[src/rtl/monster_engine.sv]
// -----------------------------------------------------------------------------
// monster_engine
//   Game core for a hero standing in the middle of four lanes. Monsters are
//   spawned pseudo-randomly and walk toward the hero one step per movement
//   tick. A monster that reaches the hero either dies (the hero was attacking
//   in the right direction on the previous cycle) or costs a life. The game
//   ends when the lives run out.
//
// Ports
//   clk_game       in   sole clock, rising edge
//   rst            in   synchronous, active-high reset
//   start          in   level; a rising edge starts a new game from IDLE/OVER
//   move_tick      in   one-cycle movement strobe
//   pressing       in   attack button
//   state_hero     in   hero facing: 0 down, 1 up, 2 right, 3 left
//   alive          out  high while a game is being played
//   game_over      out  high after the last life is lost
//   score          out  kills in the current game (saturating)
//   lives          out  remaining lives
//   state_monsters out  packed slots, W=3+STEP_W bits each:
//                       {step, lane[1:0], active}
// -----------------------------------------------------------------------------
module monster_engine #(
    parameter int          MONSTERS     = 12,
    parameter int          STEPS        = 3,
    parameter int          STEP_W       = 2,
    parameter int          LIVES        = 3,
    parameter int          SPAWN_THRESH = 8,
    parameter logic [15:0] LFSR_SEED    = 16'hACE1
) (
    input  logic                               clk_game,
    input  logic                               rst,
    input  logic                               start,
    input  logic                               move_tick,
    input  logic                               pressing,
    input  logic [1:0]                         state_hero,
    output logic                               alive,
    output logic                               game_over,
    output logic [15:0]                        score,
    output logic [3:0]                         lives,
    output logic [MONSTERS*(3+STEP_W)-1:0]     state_monsters
);

    localparam int                W         = 3 + STEP_W;
    localparam int                CW        = $clog2(MONSTERS + 1);
    localparam logic [STEP_W-1:0] LAST_STEP = STEP_W'(STEPS - 1);

    typedef enum logic [1:0] {
        S_IDLE = 2'd0,
        S_PLAY = 2'd1,
        S_OVER = 2'd2
    } state_t;

    state_t              r_state;
    logic                r_start_d;
    logic [15:0]         r_lfsr;
    logic                r_attack_valid;
    logic [1:0]          r_attack_dir;
    logic [MONSTERS-1:0] r_act;
    logic [1:0]          r_lane [MONSTERS];
    logic [STEP_W-1:0]   r_step [MONSTERS];
    logic [15:0]         r_score;
    logic [3:0]          r_lives;

    logic                w_start_rise;
    logic                w_tick;
    logic [15:0]         w_lfsr_next;
    logic [MONSTERS-1:0] w_act_n;
    logic [1:0]          w_lane_n [MONSTERS];
    logic [STEP_W-1:0]   w_step_n [MONSTERS];
    logic [CW-1:0]       w_kills;
    logic [CW-1:0]       w_misses;
    logic [1:0]          w_spawn_lane;
    logic                w_blocked;
    logic                w_taken;
    logic [16:0]         w_score_sum;
    logic [15:0]         w_score_n;
    logic [3:0]          w_lives_n;

    assign w_start_rise = start & ~r_start_d;
    assign w_tick       = move_tick & (r_state == S_PLAY);
    // Galois form, taps 16,14,13,11
    assign w_lfsr_next  = {1'b0, r_lfsr[15:1]} ^ (r_lfsr[0] ? 16'hB400 : 16'h0000);
    assign w_spawn_lane = r_lfsr[5:4];

    // Movement, kill/miss accounting and spawn for one tick.
    always_comb begin
        w_act_n   = r_act;
        w_lane_n  = r_lane;
        w_step_n  = r_step;
        w_kills   = '0;
        w_misses  = '0;
        w_blocked = 1'b0;
        w_taken   = 1'b0;
        for (int i = 0; i < MONSTERS; i++) begin
            if (r_act[i]) begin
                if (r_step[i] == LAST_STEP) begin
                    // Monster at the hero: the attack latched last cycle decides it.
                    if (r_attack_valid && (r_attack_dir == (r_lane[i] ^ 2'b01)))
                        w_kills = w_kills + 1'b1;
                    else
                        w_misses = w_misses + 1'b1;
                    w_act_n[i]  = 1'b0;
                    w_lane_n[i] = '0;
                    w_step_n[i] = '0;
                end else begin
                    w_step_n[i] = r_step[i] + 1'b1;
                end
            end
        end
        for (int i = 0; i < MONSTERS; i++) begin
            if (w_act_n[i] && (w_lane_n[i] == w_spawn_lane) && (w_step_n[i] == '0))
                w_blocked = 1'b1;
        end
        // Only slots free before this tick are eligible, so a slot vacated
        // just now waits one tick before reuse.
        if (({1'b0, r_lfsr[3:0]} < 5'(SPAWN_THRESH)) && !w_blocked) begin
            for (int i = 0; i < MONSTERS; i++) begin
                if (!r_act[i] && !w_taken) begin
                    w_act_n[i]  = 1'b1;
                    w_lane_n[i] = w_spawn_lane;
                    w_step_n[i] = '0;
                    w_taken     = 1'b1;
                end
            end
        end
    end

    always_comb begin
        w_score_sum = 17'(r_score) + 17'(w_kills);
        w_score_n   = w_score_sum[16] ? 16'hFFFF : w_score_sum[15:0];
        if (8'(w_misses) >= 8'(r_lives))
            w_lives_n = '0;
        else
            w_lives_n = 4'(8'(r_lives) - 8'(w_misses));
    end

    always_ff @(posedge clk_game) begin
        if (rst) begin
            r_state        <= S_IDLE;
            alive          <= 1'b0;
            game_over      <= 1'b0;
            r_score        <= '0;
            r_lives        <= '0;
            r_act          <= '0;
            r_attack_valid <= 1'b0;
            r_attack_dir   <= '0;
            r_lfsr         <= LFSR_SEED;
            // Primed with the live level so a start held through reset is not an edge.
            r_start_d      <= start;
            for (int i = 0; i < MONSTERS; i++) begin
                r_lane[i] <= '0;
                r_step[i] <= '0;
            end
        end else begin
            r_start_d      <= start;
            r_lfsr         <= w_lfsr_next;
            r_attack_valid <= (r_state == S_PLAY) & pressing;
            r_attack_dir   <= state_hero;
            case (r_state)
                S_IDLE, S_OVER: begin
                    if (w_start_rise) begin
                        r_state   <= S_PLAY;
                        alive     <= 1'b1;
                        game_over <= 1'b0;
                        r_score   <= '0;
                        r_lives   <= 4'(LIVES);
                        r_act     <= '0;
                        for (int i = 0; i < MONSTERS; i++) begin
                            r_lane[i] <= '0;
                            r_step[i] <= '0;
                        end
                    end
                end
                S_PLAY: begin
                    if (w_tick) begin
                        r_act   <= w_act_n;
                        r_lane  <= w_lane_n;
                        r_step  <= w_step_n;
                        r_score <= w_score_n;
                        r_lives <= w_lives_n;
                        if (w_lives_n == '0) begin
                            r_state   <= S_OVER;
                            alive     <= 1'b0;
                            game_over <= 1'b1;
                        end
                    end
                end
                default: begin
                    r_state   <= S_IDLE;
                    alive     <= 1'b0;
                    game_over <= 1'b0;
                end
            endcase
        end
    end

    assign score = r_score;
    assign lives = r_lives;

    always_comb begin
        state_monsters = '0;
        for (int i = 0; i < MONSTERS; i++)
            state_monsters[i*W +: W] = {r_step[i], r_lane[i], r_act[i]};
    end

endmodule

[config.mk]
export PLATFORM = sky130hd
export DESIGN_NAME = monster_engine
export DESIGN_NICKNAME = d
export VERILOG_FILES = /design/src/rtl/monster_engine.sv
export SDC_FILE = /design/constraint.sdc
export NUM_CORES = 1
export LEC_CHECK = 0
export ABC_AREA = 1
export CORE_MARGIN = 2
export CORE_UTILIZATION = 50
export DETAILED_ROUTE_END_ITERATION = 16
export GPL_ROUTABILITY_DRIVEN = 0
export PLACE_DENSITY_LB_ADDON = 0.12
export SLEW_MARGIN = 0
export SYNTH_ARGS = -nofsm -noshare
export SYNTH_HDL_FRONTEND = slang
export SYNTH_SLANG_ARGS = --single-unit
[constraint.sdc]
create_clock -name clk_game -period 23.1 [get_ports clk_game]
set_input_delay 2.31 -clock clk_game [delete_from_list [all_inputs] [get_ports clk_game]]
set_output_delay 2.31 -clock clk_game [all_outputs]
set_load 0.02 [all_outputs]
==> impl_metrics.env <==
export IMPL_run_status="finished, final reports clean"
export IMPL_cts_buffer_depth=2
export IMPL_r2r_start="r_attack_dir[0]$_SDFF_PP0_"
export IMPL_endpoint="score[2]$_SDFFE_PP0P_"
export IMPL_holdCritPathClass="flop to flop"
export IMPL_cp_depth=56
export IMPL_die_width_um=130
export IMPL_place_port_buffers=88
export IMPL_overflow=0
export IMPL_postCtsResizedCells=0
export IMPL_grt_usage_pct=24.9
export IMPL_core_area_um2=15800
export IMPL_syn_to_final_growth_pct=17.2
export IMPL_crit_top_cell="nand2_1"
export IMPL_drt_pre_antenna_iters=5
export IMPL_vias=8205
export IMPL_reg2reg_to="score[2]$_SDFFE_PP0P_"
export IMPL_finalCritPeriodShare_pct=40.7
export IMPL_grt_max_degree=101
export IMPL_yosysUniqueCellTypes=46
export IMPL_tightest_slew_ps=1040
export IMPL_slew_violations=0
export IMPL_synth_common_cells="nand2_1, inv_1, nor2_1"
export IMPL_yosysTopAreaCell="dfxtp_1"
export IMPL_yosys_warnings=0
export IMPL_path_delay_family="simple AND/OR/NAND/NOR gates"
export IMPL_yosysSeqAreaShare_pct=25.8
export IMPL_ys_ff_latch=103
export IMPL_synth_edf_count=0
export IMPL_syn_area_um2=8000
export IMPL_syn_area_per_cell_um2=6.19
export IMPL_cts_tree="yes"
export IMPL_fin_worst_skew_ps=14.9
export IMPL_cts_sinks=103
export IMPL_cap_violations=0
export IMPL_reg2reg_depth=56
export IMPL_crit_fanout=20
export IMPL_core_rowCount=46
export IMPL_cts_setup_buffers=0
export IMPL_antenna_found_initial=0
export IMPL_rrSetupSlack_ps=13710
export IMPL_p_total_w=0.000391
export IMPL_min_period_ps=9390
export IMPL_die_h_um=130
export IMPL_die_area_um2=17000
export IMPL_drtIter0Drc=595
export IMPL_drc=0
export IMPL_syn_inst=1291
export IMPL_h_tree_depth=3
export IMPL_crit_start="r_attack_dir[0]$_SDFF_PP0_"
export IMPL_worstPathRequired_ps=23370
export IMPL_path_clk_slew_ps=80
export IMPL_async_flop_share_pct=0
export IMPL_finalSetupTns_ps=0
export IMPL_insertion_delay_ps=360
export IMPL_vias_per_cell=5.21
export IMPL_fillCellCount=1632
export IMPL_p_per_area_nw_per_um2=41.7
export IMPL_slew_headroom_pct=30.5
export IMPL_wirelength_um=20800
export IMPL_hpwlAfterDp_um=15300
export IMPL_peakVddDrop_uv=54.6
export IMPL_critPathBufInv=8
export IMPL_io_pins=89
export IMPL_hold_viol=0
export IMPL_grt_pass1_vias=7283
export IMPL_ant_nets=0
export IMPL_syn_nets=1329
export IMPL_max_stage_delay_ps=780
export IMPL_crit_slowest_cell="dfxtp_1"
export IMPL_synth_most_common_cell="nand2_1"
export IMPL_finalSetupViolations=0
export IMPL_synth_top_area_share_pct=25.8
export IMPL_drive_gt1_share_pct=7.21
export IMPL_rsz0062_at_grt="no"
export IMPL_worstSetupEndpointType="flop"
export IMPL_start_util_pct=50.7
export IMPL_ys_flop_type="dfxtp_1"
export IMPL_antennaDiodeCount=0
export IMPL_critPathArrivalTime_ps=9660
export IMPL_final_nets=1392
export IMPL_synthTopCellsByArea="dfxtp_1, nand2_1, inv_1"
export IMPL_p_leak_nw=3.97
export IMPL_cts_root_buffer="clkbuf_16"
export IMPL_cts_hold_buffers=0
export IMPL_numCtsBuffers=9
export IMPL_cp_start_kind="flop"
export IMPL_clock_fmax_ghz=0.106
export IMPL_crit_type="flop to flop"
export IMPL_grt_pass1_wl_um=34600
export IMPL_wl_per_cell_um=13.2
==> flip-flops by register name, indices dropped and copies added, names as in the netlist <==
| signal | cells |
|---|---|
| r_state | 1 |
| r_start_d | 1 |
| alive | 1 |
| r_lfsr | 16 |
| r_attack_valid | 1 |
| r_act | 12 |
| lives | 4 |
| game_over | 1 |
| state_monsters | 48 |
| r_attack_dir | 2 |
| score | 16 |
==> worst min-delay path by stage <==
stage                               start                     to  depth (start not counted)  slack [ps]
finish               r_lfsr[9]$_SDFF_PP0_   r_lfsr[8]$_SDFF_PP0_                          2         400
floorplan           r_lfsr[15]$_SDFF_PP1_  r_lfsr[14]$_SDFF_PP0_                          2         390
detailed placement   r_lfsr[6]$_SDFF_PP1_   r_lfsr[5]$_SDFF_PP1_                          1         400
global placement     r_lfsr[6]$_SDFF_PP1_   r_lfsr[5]$_SDFF_PP1_                          1         390
global route         r_lfsr[9]$_SDFF_PP0_   r_lfsr[8]$_SDFF_PP0_                          2         410
CTS                  r_lfsr[9]$_SDFF_PP0_   r_lfsr[8]$_SDFF_PP0_                          2         400
==> routing by layer <==
metal  global-route usage (%)  part of all wire, %  vias to the layer above
met5                        0                    0                        -
met4                     5.07                 0.87                        0
met3                     3.26                  5.2                       13
met2                     39.4                   44                      201
met1                     36.6                   50                     3694
li1                         -                    -                     4297
==> through the flow <==
step | instance area (µm²) | utilization (%) | setup slack (ps) | std cells | hold WS [ps]
2_1_floorplan | 8000 | - | 14620 | 1291 | 388
6_report | 9370 | 59.4 | 13710 | 1575 | 396
3_3_place_gp | 9020 | 57.2 | 14040 | 1559 | 391
4_1_cts | 9370 | 59.4 | 13700 | 1575 | 401
3_5_place_dp | 9020 | 57.2 | 13740 | 1559 | 398
5_1_grt | 9370 | 59.4 | 12650 | 1575 | 414
==> logic make-up after synthesis <==
kind of cell / Yosys count / synth area share [%]
buf+inv: 227 / 10.8
compound gates: 224 / 16.3
simple gates: 665 / 37.2
flops: 103 / 25.8
xor+xnor: 41 / 4.82
fa+ha+maj: 31 / 5.04
==> area by class of cell <==
type	instances	area [µm²]	share of cell area [%]
multi-input cells	961	5080	54.2
repair buffers	91	901	9.61
clock buffers	9	225	2.40
well taps	216	270	2.88
inverters	188	708	7.56
clock inverters	7	125	1.34
flip-flops and latches	103	2060	22.0
==> cells in the final DEF (no fill, tap or decap), types with 10 or more instances in the layout <==
master,count
nand3_2,11
nor2_1,108
o211ai_1,19
o21ai_0,54
nor3_1,16
or2_2,10
ha_1,29
o22ai_1,11
nand2_2,23
xor2_1,28
xnor2_1,11
nand4_1,14
nand2_1,366
dfxtp_1,103
nand3_1,87
clkdlybuf4s50_1,87
a21oi_1,99
inv_1,177
==> worst reg2reg max path: cells and delay by family, from the launching register on <==
family | cells | cell delay [ps]
adders and majority gates | 12 | 3410
DFF | 1 | 780
buffers and inverters | 8 | 760
and+or+nand+nor | 29 | 3440
AOI/OAI and AO/OA | 6 | 810
xor gates and xnor gates | 1 | 90
==> report_power, final <==
| part | internal [W] | leakage [nW] | switching (W) |
|---|---|---|---|
| registers | 0.000180 | 0.836 | 0.00000318 |
| clock network | 0.000107 | 0.171 | 0.0000730 |
| logic | 0.00000819 | 2.97 | 0.0000190 |
(Power assumes the default switching activity.)
